### src/rtl/pipeline_hazard_ctrl.sv
// Stall/flush controller for the 5-stage pipeline: arbitrates SRAM waits, taken branches and
// RAW hazards into per-register freeze/flush controls, and keeps saturating debug counters.
module pipeline_hazard_ctrl #(
   parameter int unsigned REG_FILE_DEPTH = 4,
   parameter bit          FWD_EN         = 1'b1,
   parameter int unsigned CNT_WIDTH      = 16
) (
   input  logic                      clk,
   input  logic                      rst,
   input  logic [REG_FILE_DEPTH-1:0] id_src1,
   input  logic [REG_FILE_DEPTH-1:0] id_src2,
   input  logic                      id_use_src1,
   input  logic                      id_use_src2,
   input  logic [REG_FILE_DEPTH-1:0] exe_dst,
   input  logic                      exe_wb_en,
   input  logic                      exe_mem_read,
   input  logic [REG_FILE_DEPTH-1:0] mem_dst,
   input  logic                      mem_wb_en,
   input  logic                      branch_taken,
   input  logic                      mem_busy,
   output logic                      pc_freeze,
   output logic                      if_id_freeze,
   output logic                      if_id_flush,
   output logic                      id_ex_freeze,
   output logic                      id_ex_flush,
   output logic                      ex_mem_freeze,
   output logic                      mem_wb_flush,
   output logic [1:0]                state,
   output logic [CNT_WIDTH-1:0]      stall_cycles,
   output logic [CNT_WIDTH-1:0]      flush_events
);

   typedef enum logic [1:0] {
      StRun     = 2'd0,
      StMemWait = 2'd1,
      StFlush   = 2'd2
   } state_e;

   state_e               state_q, state_d;
   logic [CNT_WIDTH-1:0] stall_q, stall_d;
   logic [CNT_WIDTH-1:0] flush_q, flush_d;
   logic                 hazard1, hazard2, hazard;
   logic                 flush_inc;

   // Without forwarding any in-flight writer blocks; with it only a load in EX does.
   assign hazard1 = id_use_src1 &
                    ((exe_wb_en & (id_src1 == exe_dst) & (exe_mem_read | !FWD_EN)) |
                     (!FWD_EN & mem_wb_en & (id_src1 == mem_dst)));
   assign hazard2 = id_use_src2 &
                    ((exe_wb_en & (id_src2 == exe_dst) & (exe_mem_read | !FWD_EN)) |
                     (!FWD_EN & mem_wb_en & (id_src2 == mem_dst)));
   // The bubble left in IF/ID after a flush reads as R0 and must not raise a stall.
   assign hazard  = (hazard1 | hazard2) & (state_q != StFlush);

   always_comb begin
      pc_freeze     = 1'b0;
      if_id_freeze  = 1'b0;
      if_id_flush   = 1'b0;
      id_ex_freeze  = 1'b0;
      id_ex_flush   = 1'b0;
      ex_mem_freeze = 1'b0;
      mem_wb_flush  = 1'b0;
      flush_inc     = 1'b0;
      state_d       = StRun;
      if (rst) begin
         if_id_flush  = 1'b1;
         id_ex_flush  = 1'b1;
         mem_wb_flush = 1'b1;
      end else if (mem_busy) begin
         pc_freeze     = 1'b1;
         if_id_freeze  = 1'b1;
         id_ex_freeze  = 1'b1;
         ex_mem_freeze = 1'b1;
         mem_wb_flush  = 1'b1;
         state_d       = StMemWait;
      end else if (branch_taken) begin
         if_id_flush = 1'b1;
         id_ex_flush = 1'b1;
         flush_inc   = 1'b1;
         state_d     = StFlush;
      end else if (hazard) begin
         pc_freeze    = 1'b1;
         if_id_freeze = 1'b1;
         id_ex_flush  = 1'b1;
      end
   end

   always_comb begin
      stall_d = stall_q;
      flush_d = flush_q;
      if (pc_freeze && !(&stall_q)) stall_d = stall_q + CNT_WIDTH'(1);
      if (flush_inc && !(&flush_q)) flush_d = flush_q + CNT_WIDTH'(1);
   end

   always_ff @(posedge clk) begin
      if (rst) begin
         state_q <= StRun;
         stall_q <= '0;
         flush_q <= '0;
      end else begin
         state_q <= state_d;
         stall_q <= stall_d;
         flush_q <= flush_d;
      end
   end

   assign state        = state_q;
   assign stall_cycles = stall_q;
   assign flush_events = flush_q;

endmodule

### config.mk
export PLATFORM = sky130hd
export DESIGN_NAME = pipeline_hazard_ctrl
export DESIGN_NICKNAME = d
export VERILOG_FILES = /design/src/rtl/pipeline_hazard_ctrl.sv
export SDC_FILE = /design/constraint.sdc
export NUM_CORES = 1
export LEC_CHECK = 0
export ABC_AREA = 1
export CORE_MARGIN = 2
export CORE_UTILIZATION = 47
export CTS_CLUSTER_DIAMETER = 60
export CTS_CLUSTER_SIZE = 30
export DETAILED_ROUTE_END_ITERATION = 8
export HOLD_SLACK_MARGIN = 0.02
export MAX_ROUTING_LAYER = met4
export PLACE_DENSITY_LB_ADDON = 0.25
export SETUP_SLACK_MARGIN = 0.3
export SLEW_MARGIN = 10
export SYNTH_ARGS = -nofsm -noshare
export SYNTH_HDL_FRONTEND = slang
export SYNTH_SLANG_ARGS = --single-unit
### constraint.sdc
create_clock -name clk -period 3.3 [get_ports clk]
set_input_delay 0.99 -clock clk [delete_from_list [all_inputs] [get_ports clk]]
set_output_delay 0.99 -clock clk [all_outputs]
set_load 0.1 [all_outputs]
==> flow_summary.ini <==
[critical_path]
critPathKind = primary input to output pin
r2r_end = stall_cycles[1]$_SDFFE_PP0P_
rr_startpoint = stall_cycles[0]$_SDFFE_PP0P_
critPathMaxFanout = 3
cp-end-kind = output pin
r2r_cells = 10
worstSetupStartpointType = primary input
critPathArrivalTime_ns = 1.97
cp.required_ns = 2.31
reg2reg_slack_ns = 1.12

[power_and_ir_drop]
power_density_mw_per_mm2 = 337
p_int_w = 0.000722
p_comb_share_pct = 19.4
pwr-share-clk_pct = 38.7
switching_share_pct = 27.8
power_leakage_nw = 1.25
vdd_drop_max_v = 0.000204
p_switching_w = 0.000279
power_frac_seq_pct = 41.9
total_power_w = 0.00100

[floorplan]
dieHeight_um = 71.3
rows = 24
die_x_um = 71.3
initial_core_util_pct = 48.9
ios = 66
dieArea_sq_mm = 0.00509
core_sq_mm = 0.00435

[global_route]
grt_use_met1_pct = 27.4
grt_pass1_vias = 2137
grt_use_met3_pct = 4.92
antenna_found_initial = 0
grt_max_degree = 20
overflow = 0
grt.busiest_layer = met2
gr-usage-all-layers_pct = 22.7
grt_pass1_wl_mm = 9.24
met2_usage_pct = 37.7

[synth]
yosys_warnings = 0
synth_most_common_cell = nand2_1
avgSynthCellArea_sq_um = 6.61
synthDistinctLibCells = 29
synth.top_cell.area_share_pct = 32.0
ys_top_cells_by_count = nand2_1 (79), nor2_1 (40), inv_1 (35)
synth_area_sq_mm = 0.00213
yosysTopAreaCell = dfxtp_1
synth_edf_count = 0
syn_nets = 349
ys_seq_area_share_pct = 32.0
async_flop_share_pct = 0
ys.flop_type = dfxtp_1
synthTopCellsByArea = dfxtp_1 (32%), nand2_1 (14%), nor2_1 (7.1%), inv_1 (6.2%), nand4_1 (5.9%)
synthCells = 322
ys_ff_latch = 34

[cts]
insertion_delay_ns = 0.28
clock_path_buffers = 2
cts.htree.levels = 2
postCtsHoldBufs = 0
cts.clk_slew.worst_paths_ns = 0.07
numCtsBuffers = 5
ctsRootBufferMaster = clkbuf_8
cts_tree = done
clock_sinks = 34

[timing]
relSlewSlack_pct = 62.3
final.min_clock_period_ns = 2.96
slew_violations = 0
hold_violations = 0
layout_setup_ws_ns = 0.337
finClkSkew_ns = 0.00713
rsz0062_at_grt = true
worstMarginPinSlew_ns = 0.560
fin_crit_sh_pct = 89.8
setup_viol = 0
fmax_ghz = 0.338

[route]
vias = 2279
wl_per_cell_um = 12.2
drtIter0Drc = 116
drc = 0
wirelength_mm = 5.40
ant_nets = 0
firstDrtPassIters = 4
avgViaCountPerCell = 5.17

[cells_and_area]
antenna_cells = 0
area_growth_pct = 39.4
layout-drive-gt1-share_pct = 30.3
fill_cells = 405
nets = 416
final_util_pct = 68.2

[worst_hold_path]
hold_path_end = flush_events[1]$_SDFFE_PP0P_
hold_path.class = flip-flop to flip-flop
whs_path_depth = 2
min-delay-start = flush_events[1]$_SDFFE_PP0P_

[placement]
place_congestion = 0.901
place_hpwl_mm = 4.00
dp_slack_ns = -0.196
portBuffers = 60

[status]
status = completed

[job]
drv_cap = 0
through the flow:
step / area [sq um] / hold WS, ns / TNS (ns) / cells
after floorplan: 2210 / 0.932 / -1.63 / 322
after global placement: 2820 / 0.486 / -0.332 / 432
after detailed placement: 2820 / 0.503 / -0.491 / 432
after CTS: 2930 / 0.515 / 0 / 440
after global routing: 2970 / 0.538 / 0 / 441
final: 2970 / 0.513 / 0 / 441
power by group through the flow:
stage	sequential (W)	clock, W	combinational, W
2_1_floorplan	0.000458	0	0.0000979
3_3_place_gp	0.000428	0	0.000188
3_5_place_dp	0.000429	0	0.000190
4_1_cts	0.000419	0.000399	0.000188
5_1_grt	0.000420	0.000416	0.000204
6_report	0.000419	0.000388	0.000194
cell usage in the layout (no fill, tap or decap), types with 7 or more instances in the layout:
cell type / n
a21oi_2: 9
buf_4: 45
buf_12: 7
inv_1: 28
xor2_1: 11
nor2_1: 37
nand4_1: 20
o21ai_0: 7
a21oi_1: 17
nand2_2: 17
nand2_1: 74
inv_2: 8
nand3_1: 19
dfxtp_1: 34
repair_timing:
action / in CTS / in global routing
pin swaps: 22 / 18
gates resized for setup: 65 / 20
buffers inserted: 1 / 1
setup endpoints to repair: 7 / 3
endpoints found under the hold margin: 0 / 0
flip-flops by register name, indices dropped and copies added, names as in the netlist:
name	flops
state	2
flush_events	16
stall_cycles	16
how the worst max path moves through the flow:
stage	startpoint	end	depth (start not counted)
global route	exe_dst[2]	if_id_freeze	10
global placement	exe_dst[2]	id_ex_flush	10
finish	id_src1[0]	if_id_freeze	7
CTS	id_src2[0]	if_id_freeze	9
floorplan	rst	pc_freeze	6
detailed placement	exe_dst[1]	id_ex_flush	10
per-layer routing:
layer	wire [um]	part of all wire (%)
met5	0	0
met4	51	0.94
met3	374	6.9
met2	2630	49
met1	2350	43
critical path, cell delays in order:
cell	delay (ns)
clkdlybuf4s15_1	0.17
xnor2_1	0.14
nand3_1	0.09
nand2_1	0.08
nand2_2	0.08
a21oi_4	0.20
buf_12	0.20
cell type report:
type / instances / area [sq um] / area share (%)
inverter: 37 / 143 / 4.81
multi-input combinational: 240 / 1310 / 44.2
clock buffer: 6 / 82.6 / 2.78
tap: 52 / 65.1 / 2.19
sequential: 34 / 681 / 22.9
clock inverter: 1 / 30.0 / 1.01
timing repair buffer: 71 / 656 / 22.1
cells by family after synthesis:
logic type,count (synthesis),synth area share [%]
AOI/OAI and AO/OA,40,11.4
xor gates and xnor gates,16,6.58
adders and majority gates,2,1.17
buffers and inverters,48,9.46
DFF,34,32.0
and+or+nand+nor,182,39.4
No activity file was read; power rests on OpenSTA's default activity.
